## config.mk

```make
export PLATFORM = sky130hd
export DESIGN_NAME = upc_loop_status_monitor
export DESIGN_NICKNAME = d
export VERILOG_FILES = /design/src/rtl/upc_loop_status_monitor.sv
export SDC_FILE = /design/constraint.sdc
export NUM_CORES = 1
export LEC_CHECK = 0
export CORE_UTILIZATION = 48
export CTS_BUF_LIST = sky130_fd_sc_hd__clkbuf_4 sky130_fd_sc_hd__clkbuf_8
export DETAILED_ROUTE_END_ITERATION = 10
export PLACE_DENSITY = 0.76
export RECOVER_POWER = 100
export SYNTH_ARGS = -nofsm -noshare
export SYNTH_HDL_FRONTEND = slang
export SYNTH_SLANG_ARGS = --single-unit
```

## constraint.sdc

```tcl
create_clock -name clock -period 2.5 [get_ports clock]
set_input_delay 0.375 -clock clock [delete_from_list [all_inputs] [get_ports clock]]
set_output_delay 0.375 -clock clock [all_outputs]
set_load 0.02 [all_outputs]
```

## src/rtl/upc_loop_status_monitor.sv

```systemverilog
// upc_loop_status_monitor
//
// Passive status monitor for one HLS-generated, non-dataflow kernel that holds a
// single pipelined loop. It watches the kernel block handshake and the loop
// FSM/pipeline-enable signals and keeps live counters and status flags. The
// block never drives the kernel.
//
// Optional feature: define UPC_STALL_COUNT_EN to add the stall_cnt output, which
// counts cycles the first pipeline stage is held by its subdone block while the
// loop runs.
//
// Ports:
//   clock, reset                   clock (rising edge) and async active-low reset
//   ap_start/ap_ready/ap_done/ap_continue   kernel block handshake
//   cur_state                      kernel FSM state vector
//   iter_start_state/iter_end_state/quit_state   FSM state constants
//   iter_start_block/iter_end_block/quit_block   stage subdone-block (1 = stalled)
//   iter_start_enable/iter_end_enable/quit_enable pipeline stage enables
//   loop_start/loop_ready/loop_done/loop_continue loop-level handshake
//   quit_at_end                    qualify loop exit with last-stage enable
//   finish                         freeze request, sticky until reset
//   mod_busy, loop_busy            transaction / loop in progress
//   mod_txn_cnt, iter_start_cnt, iter_end_cnt, loop_run_cnt   event counters
//   in_flight                      iterations started but not yet completed
//   last_loop_lat                  cycles spent in RUN by the latest loop run
//   stall_cnt                      first-stage stall cycles (UPC_STALL_COUNT_EN)
//   frozen                         finish has been captured

module upc_loop_status_monitor #(
    parameter int unsigned STATE_W = 1,
    parameter int unsigned CNT_W   = 32
) (
    input  logic               clock,
    input  logic               reset,
    input  logic               ap_start,
    input  logic               ap_ready,
    input  logic               ap_done,
    input  logic               ap_continue,
    input  logic [STATE_W-1:0] cur_state,
    input  logic [STATE_W-1:0] iter_start_state,
    input  logic [STATE_W-1:0] iter_end_state,
    input  logic [STATE_W-1:0] quit_state,
    input  logic               iter_start_block,
    input  logic               iter_end_block,
    input  logic               quit_block,
    input  logic               iter_start_enable,
    input  logic               iter_end_enable,
    input  logic               quit_enable,
    input  logic               loop_start,
    input  logic               loop_ready,
    input  logic               loop_done,
    input  logic               loop_continue,
    input  logic               quit_at_end,
    input  logic               finish,
    output logic               mod_busy,
    output logic               loop_busy,
    output logic [CNT_W-1:0]   mod_txn_cnt,
    output logic [CNT_W-1:0]   iter_start_cnt,
    output logic [CNT_W-1:0]   iter_end_cnt,
    output logic [CNT_W-1:0]   loop_run_cnt,
    output logic [CNT_W-1:0]   in_flight,
    output logic [CNT_W-1:0]   last_loop_lat,
`ifdef UPC_STALL_COUNT_EN
    output logic [CNT_W-1:0]   stall_cnt,
`endif
    output logic               frozen
);

    localparam logic [CNT_W-1:0] CntOne = CNT_W'(1);
    localparam logic [CNT_W-1:0] CntMax = {CNT_W{1'b1}};

    typedef enum logic [1:0] {
        StIdle,
        StRun,
        StDoneWait
    } loop_state_e;

    // Saturating increment: holds at all-ones instead of wrapping.
    function automatic logic [CNT_W-1:0] sat_inc(input logic [CNT_W-1:0] value,
                                                 input logic              en);
        if (en && (value != CntMax)) begin
            return value + CntOne;
        end
        return value;
    endfunction

    // ------------------------------------------------------------------
    // Per-cycle events
    // ------------------------------------------------------------------
    logic st_ev;
    logic end_ev;
    logic quit_ev;
    logic mod_done;

    assign st_ev    = (cur_state == iter_start_state) & iter_start_enable & ~iter_start_block;
    assign end_ev   = (cur_state == iter_end_state) & iter_end_enable & ~iter_end_block;
    assign quit_ev  = (cur_state == quit_state) & ~quit_block & (quit_at_end ? quit_enable : 1'b1);
    assign mod_done = ap_done & ap_continue;

    // quit_ev is a cycle-level observation only; it and the ready strobes feed
    // no state.
    logic unused_obs;
    assign unused_obs = ^{quit_ev, ap_ready, loop_ready};

    // ------------------------------------------------------------------
    // State
    // ------------------------------------------------------------------
    loop_state_e      state_q, state_d;
    logic             mod_busy_q, mod_busy_d;
    logic             frozen_q, frozen_d;
    logic [CNT_W-1:0] mod_txn_cnt_q, mod_txn_cnt_d;
    logic [CNT_W-1:0] iter_start_cnt_q, iter_start_cnt_d;
    logic [CNT_W-1:0] iter_end_cnt_q, iter_end_cnt_d;
    logic [CNT_W-1:0] loop_run_cnt_q, loop_run_cnt_d;
    logic [CNT_W-1:0] last_loop_lat_q, last_loop_lat_d;

    // ------------------------------------------------------------------
    // Next-state logic. Everything but the freeze flag itself is gated by
    // frozen_q, so an event coinciding with finish is still counted.
    // ------------------------------------------------------------------
    always_comb begin
        state_d          = state_q;
        mod_busy_d       = mod_busy_q;
        frozen_d         = frozen_q | finish;
        mod_txn_cnt_d    = mod_txn_cnt_q;
        iter_start_cnt_d = iter_start_cnt_q;
        iter_end_cnt_d   = iter_end_cnt_q;
        loop_run_cnt_d   = loop_run_cnt_q;
        last_loop_lat_d  = last_loop_lat_q;

        if (!frozen_q) begin
            // Module tracker: done/continue wins over start, so a start and
            // done in the same idle cycle is a zero-length transaction.
            if (mod_done) begin
                mod_busy_d = 1'b0;
            end else if (ap_start && !mod_busy_q) begin
                mod_busy_d = 1'b1;
            end
            mod_txn_cnt_d = sat_inc(mod_txn_cnt_q, mod_done);

            iter_start_cnt_d = sat_inc(iter_start_cnt_q, st_ev);
            iter_end_cnt_d   = sat_inc(iter_end_cnt_q, end_ev);

            case (state_q)
                StIdle: begin
                    if (loop_start) begin
                        state_d         = StRun;
                        last_loop_lat_d = '0;
                    end
                end
                StRun: begin
                    // The cycle that sees loop_done is still a RUN cycle.
                    last_loop_lat_d = sat_inc(last_loop_lat_q, 1'b1);
                    if (loop_done) begin
                        if (loop_continue) begin
                            state_d        = StIdle;
                            loop_run_cnt_d = sat_inc(loop_run_cnt_q, 1'b1);
                        end else begin
                            state_d = StDoneWait;
                        end
                    end
                end
                StDoneWait: begin
                    if (loop_continue) begin
                        state_d        = StIdle;
                        loop_run_cnt_d = sat_inc(loop_run_cnt_q, 1'b1);
                    end
                end
                default: begin
                    state_d = StIdle;
                end
            endcase
        end
    end

    always_ff @(posedge clock or negedge reset) begin
        if (!reset) begin
            state_q          <= StIdle;
            mod_busy_q       <= 1'b0;
            frozen_q         <= 1'b0;
            mod_txn_cnt_q    <= '0;
            iter_start_cnt_q <= '0;
            iter_end_cnt_q   <= '0;
            loop_run_cnt_q   <= '0;
            last_loop_lat_q  <= '0;
        end else begin
            state_q          <= state_d;
            mod_busy_q       <= mod_busy_d;
            frozen_q         <= frozen_d;
            mod_txn_cnt_q    <= mod_txn_cnt_d;
            iter_start_cnt_q <= iter_start_cnt_d;
            iter_end_cnt_q   <= iter_end_cnt_d;
            loop_run_cnt_q   <= loop_run_cnt_d;
            last_loop_lat_q  <= last_loop_lat_d;
        end
    end

`ifdef UPC_STALL_COUNT_EN
    // ------------------------------------------------------------------
    // Stall counter: first stage selected and enabled but held by its block.
    // ------------------------------------------------------------------
    logic [CNT_W-1:0] stall_cnt_q, stall_cnt_d;
    logic             stall_ev;

    assign stall_ev = (state_q != StIdle) & ~frozen_q & (cur_state == iter_start_state)
                      & iter_start_enable & iter_start_block;

    always_comb begin
        stall_cnt_d = sat_inc(stall_cnt_q, stall_ev);
    end

    always_ff @(posedge clock or negedge reset) begin
        if (!reset) begin
            stall_cnt_q <= '0;
        end else begin
            stall_cnt_q <= stall_cnt_d;
        end
    end

    assign stall_cnt = stall_cnt_q;
`else
    // No stall counter in this build.
`endif

    // ------------------------------------------------------------------
    // Outputs
    // ------------------------------------------------------------------
    assign mod_busy       = mod_busy_q;
    assign loop_busy      = (state_q != StIdle);
    assign frozen         = frozen_q;
    assign mod_txn_cnt    = mod_txn_cnt_q;
    assign iter_start_cnt = iter_start_cnt_q;
    assign iter_end_cnt   = iter_end_cnt_q;
    assign loop_run_cnt   = loop_run_cnt_q;
    assign last_loop_lat  = last_loop_lat_q;
    // Plain modulo difference of the registered counters.
    assign in_flight      = iter_start_cnt_q - iter_end_cnt_q;

endmodule

```

==> results of run 1 <==
==> cell families (layout without fill, tap and decap cells) <==
group / after synthesis / in the layout / share of synthesized area
adder cells (fa/ha/maj): 37 / 37 / 0.0485
flip-flops: 164 / 164 / 0.423
XOR/XNOR: 151 / 151 / 0.136
AND/OR/NAND/NOR: 423 / 423 / 0.227
AO/OA/AOI/OAI: 188 / 188 / 0.127
buffers and inverters: 80 / 526 / 0.0328
multiplexers: 5 / 5 / 0.00542
==> metrics by stage <==
stage / setup TNS, ns / instance area, sq um / cells / setup WS, ns
after global placement: -19.75 / 14000 / 1710 / -0.766
after detailed placement: -23.03 / 14000 / 1710 / -0.838
after CTS: -15.09 / 14800 / 1754 / -0.822
final: -17.71 / 14900 / 1759 / -0.828
after global routing: -38.18 / 14900 / 1759 / -0.967
after floorplan: -1.59 / 10000 / 1048 / -0.198
==> what timing repair did <==
item                       4_1_cts  5_1_grt
pin swaps                       38       22
gates resized for setup        221       53
hold endpoints to repair        43        0
hold buffers                     1        0
buffers inserted                11        8
setup endpoints to repair       31       55
==> layout make-up <==
type / instances / area [sq um] / share of cell area
tap: 265 / 332 / 0.0223
multi-input combinational: 804 / 5940 / 0.400
clock buffer: 18 / 241 / 0.0162
timing repair buffer: 437 / 3800 / 0.256
sequential: 164 / 4130 / 0.278
inverter: 57 / 219 / 0.0147
clock inverter: 14 / 203 / 0.0136
==> cell usage in the layout, fill, tap and decap left out, drive strengths merged, types with 16 or more instances in the layout <==
cell type,netlist,routed
a21o,16,16
a21oi,33,33
and3,23,23
and4,17,17
buf,7,238
clkbuf,16,37
dfrtp,164,164
dlygate4sd3,0,164
ha,36,36
inv,57,66
nand2,102,102
nand3,62,62
nand4,48,48
nor2,82,82
nor3,24,24
o21ai,61,61
xnor2,116,116
xor2,35,35
==> layer usage <==
layer | part of all wire | track usage
met3 | 0.066 | 0.0623
met1 | 0.43 | 0.378
met5 | 0 | 0
met4 | 0.020 | 0.0920
met2 | 0.49 | 0.484
==> power by group through the flow <==
| stage | combinational (mW) | clock [mW] | sequential (mW) |
|---|---|---|---|
| after global routing | 0.772 | 2.30 | 2.83 |
| final | 0.716 | 2.16 | 2.82 |
| after detailed placement | 0.688 | 0 | 2.87 |
| after floorplan | 0.233 | 0 | 2.94 |
| after global placement | 0.675 | 0 | 2.87 |
| after CTS | 0.723 | 2.20 | 2.82 |
==> flip-flops by register name, indices dropped and copies added (netlist names) <==
register	flops
frozen	1
last_loop_lat	32
iter_end_cnt	32
mod_busy	1
mod_txn_cnt	32
iter_start_cnt	32
state_q	2
loop_run_cnt	32
==> path summary, 6_finish.rpt <==
path,from,slack (ns),cells past startpoint,to
min reg2reg,mod_busy,0.49,1,mod_busy
min,mod_busy,0.49,1,mod_busy
min in group asynchronous,reset,0.65,2,last_loop_lat[13]
max in group asynchronous,reset,0.23,3,iter_end_cnt[18]
max,iter_start_cnt[16],-0.83,9,in_flight[29]
max reg2reg,iter_end_cnt[4],-0.22,9,iter_end_cnt[15]
==> flow_summary.yaml, run 1 <==
run_status:
  status: "complete, but fails checks"
  violations: "negative setup slack"
timing:
  fmax_ghz: 0.301
  slew_headroom: 0.226
  worst_slew_pin_slew_ns: 1.16
  rsz0062_at_grt: "true"
  final_max_slew_viol_count: 0
  finalHoldViolCount: 0
  timing.hold.ws_ns: 0.491
  period_needed_ns: 3.33
  layout_setup_ws_ns: -0.828
  clock_skew_ns: 0.0212
  period_share: 1.33
  final-setup-viol-count: 47
cts:
  cts_root_buf: "clkbuf_8"
  cts_max_level: 4
  cts_tree: "yes"
  cts.clk_slew.worst_paths_ns: 0.10
  clk_path_buf_depth: 2
  cts-buffers-inserted: 17
  cts_sinks: 164
  clock_latency_ns: 0.45
pwr:
  p_sw_mw: 1.60
  pwr-share-seq: 0.495
  power_mw: 5.69
  vdd_drop_max_mv: 0.346
  p_sw_frac: 0.282
  power.internal_mw: 4.09
  p_leak_nw: 6.98
  clkPwrFrac: 0.379
  pwr-share-comb: 0.126
  p_per_area_mw_per_mm2: 383
routing:
  vias: 9696
  via_per_inst: 5.51
  drcViolationCount: 0
  routedWlPerCell_um: 17.3
  drt_first_pass_iters: 6
  drt_iter0_markers: 549
  routed_wirelength_um: 30500
  ant_nets: 0
placement:
  dp.final_hpwl_um: 22300
  port_buffers: 210
  place_congestion: 0.931
global_routing:
  track_usage: 0.291
  grt_max_degree: 63
  grt_pass1_vias: 9276
  overflow: 0
  antenna_found_initial: 0
  grt_pass1_wl_um: 46900
worst_setup_path:
  crit_type: "reg -> out"
  endpoint_kind: "primary output"
  path_cells: "ha_4, a21oi_4, o21bai_2, o41a_1, a41o_1, a221oi_4, nor4b_4, a2111oi_4, buf_4"
  critPathSlowestCell: "dfrtp_2"
  cpLargestDelayFamily: "compound AO/OA/AOI/OAI gates"
  cpPeakStageDelay_ns: 0.44
  critPathRequiredTime_ns: 2.12
  start_kind: "flop"
  critPathMaxFanout: 5
  critPathBufInv: 1
  arrival_ns: 2.95
cells_and_area:
  antenna_cells: 0
  fillers: 1438
  drive_gt1_frac: 0.274
  final_util: 0.756
  area_delta_synth_final_pct: 53.3
  nets: 1540
floorplanning:
  io_pins: 217
  initial_core_util: 0.493
  core_region_area_sq_mm: 0.0197
  die_x_um: 144
  die_area_sq_mm: 0.0208
  rows: 51
  die_h_um: 144
flow_run:
  drv_cap: 0
synthesis:
  yosys-top-cells-count: "164 x dfrtp_1, 116 x xnor2_1, 102 x nand2_1, 82 x nor2_1, 62 x nand3_1"
  avgSynthCellArea_sq_um: 9.25
  synth_top_area_frac: 0.423
  ys_seq_area_frac: 0.423
  yosysMostFrequentCell: "dfrtp_1"
  synth_area_leader_cell: "dfrtp_1"
  async_flop_share: 1.00
  synth_cell_types: 68
  synthesis.nets: 1107
  synth-main-ff-cell: "dfrtp_1"
  synth_seq_cells: 164
  syn-instance-count: 1048
  ys_warn_count: 0
  synth_edf_count: 0
  syn_area_sq_mm: 0.00970
  synth.area.top_cells: "dfrtp_1 42%, xnor2_1 10%, ha_1 4.6%"
hold_path:
  min_path_type: "reg -> reg"
No activity file was read; power rests on OpenSTA's default activity.
==> run 2, diff against run 1 <==
--- a/config.mk
+++ b/config.mk
@@ -7,9 +7,11 @@
 export LEC_CHECK = 0
 export CORE_UTILIZATION = 48
 export CTS_BUF_LIST = sky130_fd_sc_hd__clkbuf_4 sky130_fd_sc_hd__clkbuf_8
+export CTS_CLUSTER_DIAMETER = 200
 export DETAILED_ROUTE_END_ITERATION = 10
 export PLACE_DENSITY = 0.76
 export RECOVER_POWER = 100
 export SYNTH_ARGS = -nofsm -noshare
 export SYNTH_HDL_FRONTEND = slang
 export SYNTH_SLANG_ARGS = --single-unit
+export TNS_END_PERCENT = 10
==> run 2 against run 1 <==
- the run still ends with negative setup slack left
- combinational power is 9.1% lower
- worst setup slack better by 0.041 ns
- first-iteration DRC count is 5.1% lower
- non-clock buffer count is 16 lower
- sequential power hardly changed
- final cell count is 0.91% lower
- critical endpoint unchanged
- largest power group unchanged
- highest routed layer unchanged
==> flow_summary.yaml, run 2 (same netlist as run 1, synthesis figures left out) <==
worst_setup_path:
  critPathMaxFanout: 3
  arrival_ns: 2.91
  crit_type: "reg -> out"
  start_kind: "flop"
  critPathRequiredTime_ns: 2.12
  endpoint_kind: "primary output"
cells_and_area:
  nets: 1524
  drive_gt1_frac: 0.244
  multi_input_area_sq_mm: 0.00580
  antenna_cells: 0
  fillers: 1474
  area_delta_synth_final_pct: 49.2
  register_area_sq_mm: 0.00412
  final_common_cell: "buf_4"
  layout_common_cells: "200 x buf_4, 164 x dlygate4sd3_1, 152 x dfrtp_1"
timing:
  layout_setup_ws_ns: -0.786
  period_needed_ns: 3.29
  fmax_ghz: 0.304
  worst_slew_pin_slew_ns: 1.48
  final-setup-viol-count: 44
  rsz0062_at_grt: "true"
  final_max_slew_viol_count: 0
  period_share: 1.31
  timing.hold.ws_ns: 0.483
  clock_skew_ns: 0.0258
  finalHoldViolCount: 0
  slew_headroom: 0.0119
cts:
  cts_max_level: 4
  cts_root_buf: "clkbuf_8"
  cts_tree: "yes"
  cts-buffers-inserted: 17
  cts_sinks: 164
  clock_latency_ns: 0.48
  clk_path_buf_depth: 2
  cts.clk_slew.worst_paths_ns: 0.10
placement:
  dp.final_hpwl_um: 21800
  port_buffers: 210
  place_congestion: 1.01
routing:
  drt_iter0_markers: 521
  drt_first_pass_iters: 5
  drcViolationCount: 0
  vias: 9518
  ant_nets: 0
  routedWlPerCell_um: 16.4
  via_per_inst: 5.46
  routed_wirelength_um: 28700
hold_path:
  min_path_type: "in -> reg"
run_status:
  status: "complete, but fails checks"
  violations: "negative setup slack"
global_routing:
  grt_max_degree: 62
  grt_pass1_wl_um: 45100
  grt_pass1_vias: 8878
  overflow: 0
  antenna_found_initial: 0
  track_usage: 0.280
pwr:
  power_mw: 5.50
  vdd_drop_max_mv: 0.299
  p_leak_nw: 6.76
  p_per_area_mw_per_mm2: 380
floorplanning:
  die_area_sq_mm: 0.0208
  core_region_area_sq_mm: 0.0197
  io_pins: 217
  initial_core_util: 0.493
  rows: 51
  die_h_um: 144
  die_x_um: 144
flow_run:
  drv_cap: 0
==> run 2: cell types whose count changed in the layout (fill, tap and decap cells not counted), sizes merged <==
cell	change
buf	-24
clkbuf	+6
clkinv	+5
bufinv	-2
inv	-2
clkdlybuf4s15	+1
dlygate4sd2	-1
dlymetal6s2s	+1
==> run 2: area by class of cell <==
cell class / count / share of cell area
Clock buffer: 17 / 0.0162
Timing Repair Buffer: 421 / 0.248
Inverter: 57 / 0.0148
Multi-Input combinational cell: 804 / 0.401
Tap cell: 265 / 0.0229
Sequential cell: 164 / 0.285
Clock inverter: 15 / 0.0129
==> run 2: stage by stage <==
step                cells  setup WS (ns)  utilization  area (sq um)  TNS [ns]
global route         1743         -0.912        0.736         14500    -26.12
floorplan            1048         -0.210            -          9920     -2.28
detailed placement   1706         -0.789        0.704         13800    -21.19
finish               1743         -0.786        0.736         14500    -18.08
CTS                  1742         -0.843        0.734         14400    -18.19
global placement     1706         -0.773        0.704         13800    -19.63
==> run 2: timing repair <==
item,4_1_cts,5_1_grt
hold buffers,1,0
gates resized for setup,146,80
setup buffers,3,1
pin swaps,21,20
setup endpoints to repair,31,37
hold endpoints to repair,56,0
==> run 2: critical path: stages (launching register included) <==
cell and delay, ns:
dfrtp_2 0.42, inv_2 0.07, ha_4 0.21, a21oi_4 0.14, o21bai_1 0.10, o41a_1 0.41, a41o_1 0.29, a221oi_4 0.29
nor4b_4 0.30, a2111oi_4 0.05, buf_4 0.16
==> run 2: worst paths after layout <==
kind | from | end | slack, ns | cells past startpoint
hold reg to reg | mod_txn_cnt[19] | mod_txn_cnt[19] | 0.49 | 1
setup reg to reg | iter_end_cnt[0] | iter_end_cnt[15] | -0.29 | 8
min in group asynchronous | reset | last_loop_lat[11] | 0.78 | 2
setup / recovery | iter_end_cnt[16] | in_flight[29] | -0.79 | 10
hold / removal | finish | frozen | 0.48 | 2
max in group asynchronous | reset | iter_end_cnt[18] | 0.30 | 3
==> run 2: layer usage <==
layer,global-route usage,up-vias,share of wire
met5,0,-,0
met4,0.0903,0,0.024
met3,0.0533,52,0.062
met2,0.454,331,0.47
met1,0.378,4571,0.44
li1,-,4564,-
==> run 2: where the power goes <==
part           switching (mW)  leakage (nW)  internal, mW
Clock                    1.19         0.207         0.851
Sequential             0.0940          2.06          2.72
Combinational           0.373          4.49         0.278
